$ cat src/rtl/aes_pkg.sv
// Shared AES constants, helper arithmetic and the scheduler state type.
// No ports. Holds:
//   RCON_FIRST / RCON_LAST : round constants for expansion rounds 1 and 10
//   NR                     : AES-128 round count
//   xtime                  : GF(2^8) multiply by x
//   inv_xtime_rcon         : steps the round constant backwards
//   gf_mul                 : GF(2^8) multiply, used by the byte S-box
//   state_e                : scheduler FSM states
package aes_pkg;

  localparam logic [7:0] RCON_FIRST = 8'h01;
  localparam logic [7:0] RCON_LAST  = 8'h36;
  localparam int         NR         = 10;

  typedef enum logic [1:0] {
    IDLE,
    FWD,
    EMIT
  } state_e;

  function automatic logic [7:0] xtime(input logic [7:0] b);
    return {b[6:0], 1'b0} ^ (b[7] ? 8'h1b : 8'h00);
  endfunction

  // Only the round-constant chain is ever walked backwards. 0x1b is the
  // one place where xtime reduced, so it maps back to 0x80.
  function automatic logic [7:0] inv_xtime_rcon(input logic [7:0] r);
    return (r == 8'h1b) ? 8'h80 : {1'b0, r[7:1]};
  endfunction

  function automatic logic [7:0] gf_mul(input logic [7:0] a, input logic [7:0] b);
    logic [7:0] p;
    logic [7:0] x;
    p = 8'h00;
    x = a;
    for (int i = 0; i < 8; i++) begin
      if (b[i]) p = p ^ x;
      x = xtime(x);
    end
    return p;
  endfunction

endpackage

$ cat src/rtl/aes_rot_word.sv
// RotWord: cyclic left rotation of a 32-bit key word by one byte.
// Ports:
//   word_in  [31:0] in   word, byte 0 in bits [31:24]
//   word_out [31:0] out  rotated word
module aes_rot_word (
  input  logic [31:0] word_in,
  output logic [31:0] word_out
);

  assign word_out = {word_in[23:0], word_in[31:24]};

endmodule

$ cat src/rtl/aes_sub_word.sv
// Byte S-box (SubWord lane): multiplicative inverse in GF(2^8) followed by
// the AES affine transform.
// Ports:
//   in_byte  [7:0] in   byte to substitute
//   out_byte [7:0] out  S-box output
module aes_sub_word
  import aes_pkg::*;
(
  input  logic [7:0] in_byte,
  output logic [7:0] out_byte
);

  logic [7:0] x2, x3, x6, x7, x14, x15, x30, x31, x62, x63, x126, x127, inv;

  // inverse = x^254 via a short square-and-multiply chain; 0 maps to 0
  always_comb begin
    x2   = gf_mul(in_byte, in_byte);
    x3   = gf_mul(x2, in_byte);
    x6   = gf_mul(x3, x3);
    x7   = gf_mul(x6, in_byte);
    x14  = gf_mul(x7, x7);
    x15  = gf_mul(x14, in_byte);
    x30  = gf_mul(x15, x15);
    x31  = gf_mul(x30, in_byte);
    x62  = gf_mul(x31, x31);
    x63  = gf_mul(x62, in_byte);
    x126 = gf_mul(x63, x63);
    x127 = gf_mul(x126, in_byte);
    inv  = gf_mul(x127, x127);
  end

  assign out_byte = inv
                  ^ {inv[6:0], inv[7]}
                  ^ {inv[5:0], inv[7:6]}
                  ^ {inv[4:0], inv[7:5]}
                  ^ {inv[3:0], inv[7:4]}
                  ^ 8'h63;

endmodule

$ cat src/rtl/inv_key_scheduler_key_round_step.sv
// One AES-128 key expansion step, forward or inverted. Combinational.
// The four S-box lanes are shared by both directions: forward feeds w3,
// inverse feeds w3^w2 (the previous key's w3).
// Ports:
//   w0..w3  [31:0] in   current round key words
//   rcon    [7:0]  in   round constant of the step being applied/undone
//   dir            in   0 = forward (k -> k+1), 1 = inverse (k -> k-1)
//   key_nxt [127:0] out next key, w0 in [127:96]
module key_round_step
  import aes_pkg::*;
(
  input  logic [31:0]  w0,
  input  logic [31:0]  w1,
  input  logic [31:0]  w2,
  input  logic [31:0]  w3,
  input  logic [7:0]   rcon,
  input  logic         dir,
  output logic [127:0] key_nxt
);

  logic [31:0] sel_w, rot_w, sub_w, g_w;
  logic [31:0] n0, n1, n2, n3;

  assign sel_w = dir ? (w3 ^ w2) : w3;

  aes_rot_word u_rot (
    .word_in (sel_w),
    .word_out(rot_w)
  );

  for (genvar i = 0; i < 4; i++) begin : g_sbox
    aes_sub_word u_sbox (
      .in_byte (rot_w[8*i +: 8]),
      .out_byte(sub_w[8*i +: 8])
    );
  end

  assign g_w = sub_w ^ {rcon, 24'h000000};

  always_comb begin
    if (dir) begin
      n3 = w3 ^ w2;
      n2 = w2 ^ w1;
      n1 = w1 ^ w0;
      n0 = w0 ^ g_w;
    end else begin
      n0 = w0 ^ g_w;
      n1 = w1 ^ n0;
      n2 = w2 ^ n1;
      n3 = w3 ^ n2;
    end
  end

  assign key_nxt = {n0, n1, n2, n3};

endmodule

$ cat src/rtl/inv_key_scheduler.sv
// AES-128 decryption key scheduler. Expands the cipher key forward to round
// key 10, then streams round keys 10..0 over valid/ready, regenerating each
// earlier key by undoing one expansion step.
// Ports:
//   clk         in   clock, rising edge
//   reset       in   asynchronous active-low reset
//   start       in   begin a new schedule (sampled in IDLE only)
//   key [0:127] in   cipher key, word 0 = bits [0:31]
//   out_ready   in   consumer accepts current round key
//   out_valid   out  round_key / round_idx valid
//   round_key   out  current round key (registered)
//   round_idx   out  round number of round_key
//   busy        out  high outside IDLE
//   done        out  one-cycle pulse after round key 0 is accepted
//
// state | meaning
// IDLE  | waiting for start; key register holds last emitted key
// FWD   | forward expansion, one round per clock, rnd 0 -> NR
// EMIT  | round key rnd presented; each accept steps back one round
module inv_key_scheduler
  import aes_pkg::*;
#(
  parameter int NR = aes_pkg::NR
) (
  input  logic         clk,
  input  logic         reset,
  input  logic         start,
  input  logic [0:127] key,
  input  logic         out_ready,
  output logic         out_valid,
  output logic [0:127] round_key,
  output logic [3:0]   round_idx,
  output logic         busy,
  output logic         done
);

  localparam logic [3:0] LAST_IDX = 4'(NR);

  state_e       state_q, state_d;
  logic [127:0] key_q, key_d;
  logic [3:0]   rnd_q, rnd_d;
  logic [7:0]   rcon_q, rcon_d;
  logic         done_q, done_d;
  logic [127:0] step_key;

  key_round_step u_step (
    .w0     (key_q[127:96]),
    .w1     (key_q[95:64]),
    .w2     (key_q[63:32]),
    .w3     (key_q[31:0]),
    .rcon   (rcon_q),
    .dir    (state_q == EMIT),
    .key_nxt(step_key)
  );

  always_comb begin
    state_d = state_q;
    key_d   = key_q;
    rnd_d   = rnd_q;
    rcon_d  = rcon_q;
    done_d  = 1'b0;
    case (state_q)
      IDLE: begin
        if (start) begin
          key_d   = key;
          rnd_d   = 4'd0;
          rcon_d  = RCON_FIRST;
          state_d = FWD;
        end
      end
      FWD: begin
        key_d = step_key;
        rnd_d = rnd_q + 4'd1;
        // hold the last constant so EMIT can undo round NR with it
        if (rcon_q != RCON_LAST) rcon_d = xtime(rcon_q);
        if (rnd_q == LAST_IDX - 4'd1) state_d = EMIT;
      end
      EMIT: begin
        if (out_ready) begin
          if (rnd_q != 4'd0) begin
            key_d  = step_key;
            rnd_d  = rnd_q - 4'd1;
            rcon_d = inv_xtime_rcon(rcon_q);
          end else begin
            state_d = IDLE;
            done_d  = 1'b1;
          end
        end
      end
      default: state_d = IDLE;
    endcase
  end

  always_ff @(posedge clk or negedge reset) begin
    if (!reset) begin
      state_q <= IDLE;
      key_q   <= '0;
      rnd_q   <= 4'd0;
      rcon_q  <= RCON_FIRST;
      done_q  <= 1'b0;
    end else begin
      state_q <= state_d;
      key_q   <= key_d;
      rnd_q   <= rnd_d;
      rcon_q  <= rcon_d;
      done_q  <= done_d;
    end
  end

  assign out_valid = (state_q == EMIT);
  assign busy      = (state_q != IDLE);
  assign done      = done_q;
  assign round_key = key_q;
  assign round_idx = rnd_q;

endmodule

$ cat config.mk
export PLATFORM = sky130hd
export DESIGN_NAME = inv_key_scheduler
export DESIGN_NICKNAME = d
export VERILOG_FILES = /design/src/rtl/aes_pkg.sv /design/src/rtl/aes_rot_word.sv /design/src/rtl/aes_sub_word.sv /design/src/rtl/inv_key_scheduler_key_round_step.sv /design/src/rtl/inv_key_scheduler.sv
export SDC_FILE = /design/constraint.sdc
export NUM_CORES = 2
export LEC_CHECK = 0
export ABC_CLOCK_PERIOD_IN_PS = 29100
export CAP_MARGIN = 15
export CELL_PAD_IN_SITES_DETAIL_PLACEMENT = 2
export CELL_PAD_IN_SITES_GLOBAL_PLACEMENT = 2
export CORE_MARGIN = 2
export CORE_UTILIZATION = 40
export CTS_CLUSTER_DIAMETER = 150
export CTS_CLUSTER_SIZE = 24
export DETAILED_ROUTE_END_ITERATION = 6
export GPL_TIMING_DRIVEN = 0
export PLACE_DENSITY_LB_ADDON = 0.2
export SYNTH_ARGS = -nofsm -noshare
export SYNTH_HDL_FRONTEND = slang
export SYNTH_HIERARCHICAL = 1
export SYNTH_SLANG_ARGS = --single-unit
$ cat constraint.sdc
create_clock -name clk -period 29.1 [get_ports clk]
set_input_delay 2.91 -clock clk [delete_from_list [all_inputs] [get_ports clk]]
set_output_delay 2.91 -clock clk [all_outputs]
set_load 0.01 [all_outputs]
==> impl_metrics.csv <==
group,metric,value,unit
clocking,clk_latency,0.53,ns
timing,worst_slew_margin_rel,0.102,
clocking,cts-htree-levels,4,
synth,combinational_family_with_the_most_area_after_synthesis,"XOR/XNOR gates",
synth,synth.net_count,8481,
floorplanning,core_area,167000,um2
synth,synth-compound-area-share,0.155,
route,drt_pre_antenna_iters,6,
synth,synth-edff-count,0,
critical_path,crit_path_category,"flop to flop",
finish,areaGrowthSynthToFinish,11.2,%
hold_path,hold_path.class,"flop to flop",
finish,layout.nets,8791,
clocking,worst_setup_hold_path_clk_slew,0.08,ns
synth,yosys_warn_count,6,
timing,drv_slew,0,
clocking,cts_tree,"done",
floorplanning,die-area,172000,um2
synth,synth.largest_area_cell,"sky130_fd_sc_hd__xnor2_1",
floorplanning,std_cell_rows,150,
timing,max_slew.worst_pin.slew,1.35,ns
synth,synth_adder_area_share,0.00668,
timing,period_minus_slack,27.98,ns
critical_path,buf_inv_on_cp,19,
clocking,clockBufferDepth,2,
synth,synth_ff_type,"sky130_fd_sc_hd__dfrtp_1",
critical_path,critPathMaxFanout,11,
floorplanning,floorplan.die.height,415,um
floorplanning,initial_core_utilization,0.403,
critical_path,crit_top_cell,"sky130_fd_sc_hd__xnor2_1",
critical_path,cp_data_required_time,29.54,ns
synth,synth_simple_gate_area_share,0.192,
route,drtIter0Drc,4697,
synth,postSynth.asyncResetShare,1.00,
placed_design,finalWeightedCongestion,0.935,
clocking,cts_made_buffers,17,
floorplanning,floorplan.die.width,415,um
finish,n_fill_cell,18900,
floorplanning,number_of_placed_i_o_pins,267,
global_route,track_usage,0.340,
critical_path,critical-path-max-stage-delay,0.57,ns
synth,ys_top_cells_by_area,"sky130_fd_sc_hd__xnor2_1, sky130_fd_sc_hd__xnor3_1, sky130_fd_sc_hd__xor2_1",
critical_path,cell_family_contributing_the_most_delay_on_the_critical_path,"XOR/XNOR gates",
critical_path,cp.arrival,28.42,ns
timing,hold-worst-slack,0.584,ns
timing,finalSetupViolations,0,
synth,netlist.area_leader.share,0.184,
clocking,cts.sink_count,143,
global_route,global_route_wire_length_before_repair,456000,um
route,antenna_left,0,
critical_path,timing.critical_path.from_type,"flop",
synth,synth.cell_area,67400,um2
synth,synth_cells,8313,
flow_run,timing.max_cap.violations,0,
route,route.vias.total,65600,
outcome,outcome,"finished, final reports clean",
synth,synth_most_common_cell,"sky130_fd_sc_hd__xnor2_1",
synth,synth_xor_area_frac,0.472,
timing,hold_viol_final,0,
critical_path,critical_path.slowest_cell,"sky130_fd_sc_hd__xnor3_1",
synth,syn_area_per_cell,8.11,um2
timing,max_clock_freq,35.7,MHz
route,detail_route.wirelength,306000,um
timing,skew,0.0269,ns
route,routed_wire_length_per_instance,28.2,um
route,drt_drc_violations_left,0,
timing,post-route-period-util,0.961,
placed_design,place.detailed.hpwl,237000,um
global_route,first_global_vias,70600,
clocking,clk_root_buffer_cell,"sky130_fd_sc_hd__clkbuf_16",
finish,drive_gt1_frac,0.102,
route,detail_route.vias_per_cell,6.05,
synth,share_of_cell_area_taken_by_muxes_after_synthesis,0.0669,
placed_design,port_buffers,266,
global_route,grt.overflow.total,0,
synth,synth_seq_area_share,0.0531,
clocking,cts_hold_buffers,0,
global_route,grt_antenna_before_repair,16,
synth,ys_top_cells_by_count,"sky130_fd_sc_hd__xnor2_1, sky130_fd_sc_hd__nand2_1, sky130_fd_sc_hd__nor2_1, sky130_fd_sc_hd__xor2_1, sky130_fd_sc_hd__mux2i_1",
synth,synth.lib_cells_used.distinct,108,
critical_path,worstSetupEndpointType,"flop",
synth,synth.ff_latch_count,143,
global_route,grt_max_degree,99,
## cell type report
type                       instances  area, um2  share of cell area
antenna                           10       25.0            0.000334
buffer                           626       3080              0.0410
clock buffer                      18        429             0.00572
clock inverter                    13        234             0.00312
inverter                         149        564             0.00753
multi-input combinational       7394      61400               0.818
sequential                       143       3580              0.0477
tap                             2204       2760              0.0368
timing repair buffer             292       2950              0.0394
## flip-flops by register name, indices dropped and copies added, names as in the netlist
name / count
state_q: 2
rcon_q: 8
round_idx: 4
done: 1
round_key: 128
## cell usage in the layout, fill, tap and decap left out, types with 100 or more instances in the layout
master / netlist / routed
sky130_fd_sc_hd__xnor2_1: 1413 / 1342
sky130_fd_sc_hd__nand2_1: 1185 / 1185
sky130_fd_sc_hd__nor2_1: 681 / 678
sky130_fd_sc_hd__xor2_1: 508 / 492
sky130_fd_sc_hd__mux2i_1: 398 / 398
sky130_fd_sc_hd__xnor3_1: 372 / 357
sky130_fd_sc_hd__clkbuf_1: 323 / 301
sky130_fd_sc_hd__clkdlybuf4s50_1: 0 / 265
sky130_fd_sc_hd__o21ai_0: 240 / 240
sky130_fd_sc_hd__a21oi_1: 215 / 215
sky130_fd_sc_hd__nand3_1: 168 / 168
sky130_fd_sc_hd__nor3_1: 165 / 165
sky130_fd_sc_hd__xnor2_2: 100 / 143
sky130_fd_sc_hd__dfrtp_1: 142 / 142
sky130_fd_sc_hd__o21ai_1: 133 / 129
sky130_fd_sc_hd__buf_2: 127 / 128
sky130_fd_sc_hd__inv_1: 117 / 117
sky130_fd_sc_hd__buf_4: 97 / 116
sky130_fd_sc_hd__nor2b_1: 105 / 100
## per-stage QoR
step	utilization	TNS (ns)	setup WS [ns]	instances	instance area, um2
final	0.448	0	1.12	10800	75000
after global routing	0.448	-0.902	-0.270	10800	75000
after CTS	0.444	0	0.00741	10800	74200
after detailed placement	0.437	-67.56	-2.12	10800	73000
after global placement	0.436	-2.14	-1.13	10800	72900
after floorplan	-	0	5.98	8313	67400
## routing by layer
metal  wire [um]  vias up  track usage
met1      128000    34000        0.425
met3       12100      529       0.0281
met2      147000     1743        0.576
li1            -    29300            -
met5          25        -            0
met4       18600        4        0.188
## worst paths after layout
kind	cells after the start	endpoint	slack [ns]	startpoint
setup / recovery	97	round_key[123]	1.12	state_q[0]
hold reg to reg	1	state_q[0]	0.58	state_q[0]
setup reg to reg	97	round_key[123]	1.12	state_q[0]
min in group asynchronous	1	round_key[36]	2.48	reset
max in group asynchronous	2	round_key[119]	25.78	reset
hold / removal	1	state_q[0]	0.58	state_q[0]
## logic make-up after synthesis
| kind of cell | count (synthesis) |
|---|---|
| AOI/OAI and AO/OA | 1476 |
| xor gates and xnor gates | 2613 |
| adders and majority gates | 36 |
| buffers and inverters | 776 |
| DFF | 143 |
| muxes | 445 |
| and+or+nand+nor | 2824 |
## timing repair
item | 4_1_cts | 5_1_grt
endpoints found under the hold margin | 0 | 0
gates resized for setup | 64 | 123
endpoints found under the setup margin | 127 | 128
pin swaps | 4 | 9
buffers inserted | 4 | 15
Power is left out: the tool's default activity adds up to more than one toggle a clock period on the data nets, which glitch-free logic cannot reach.
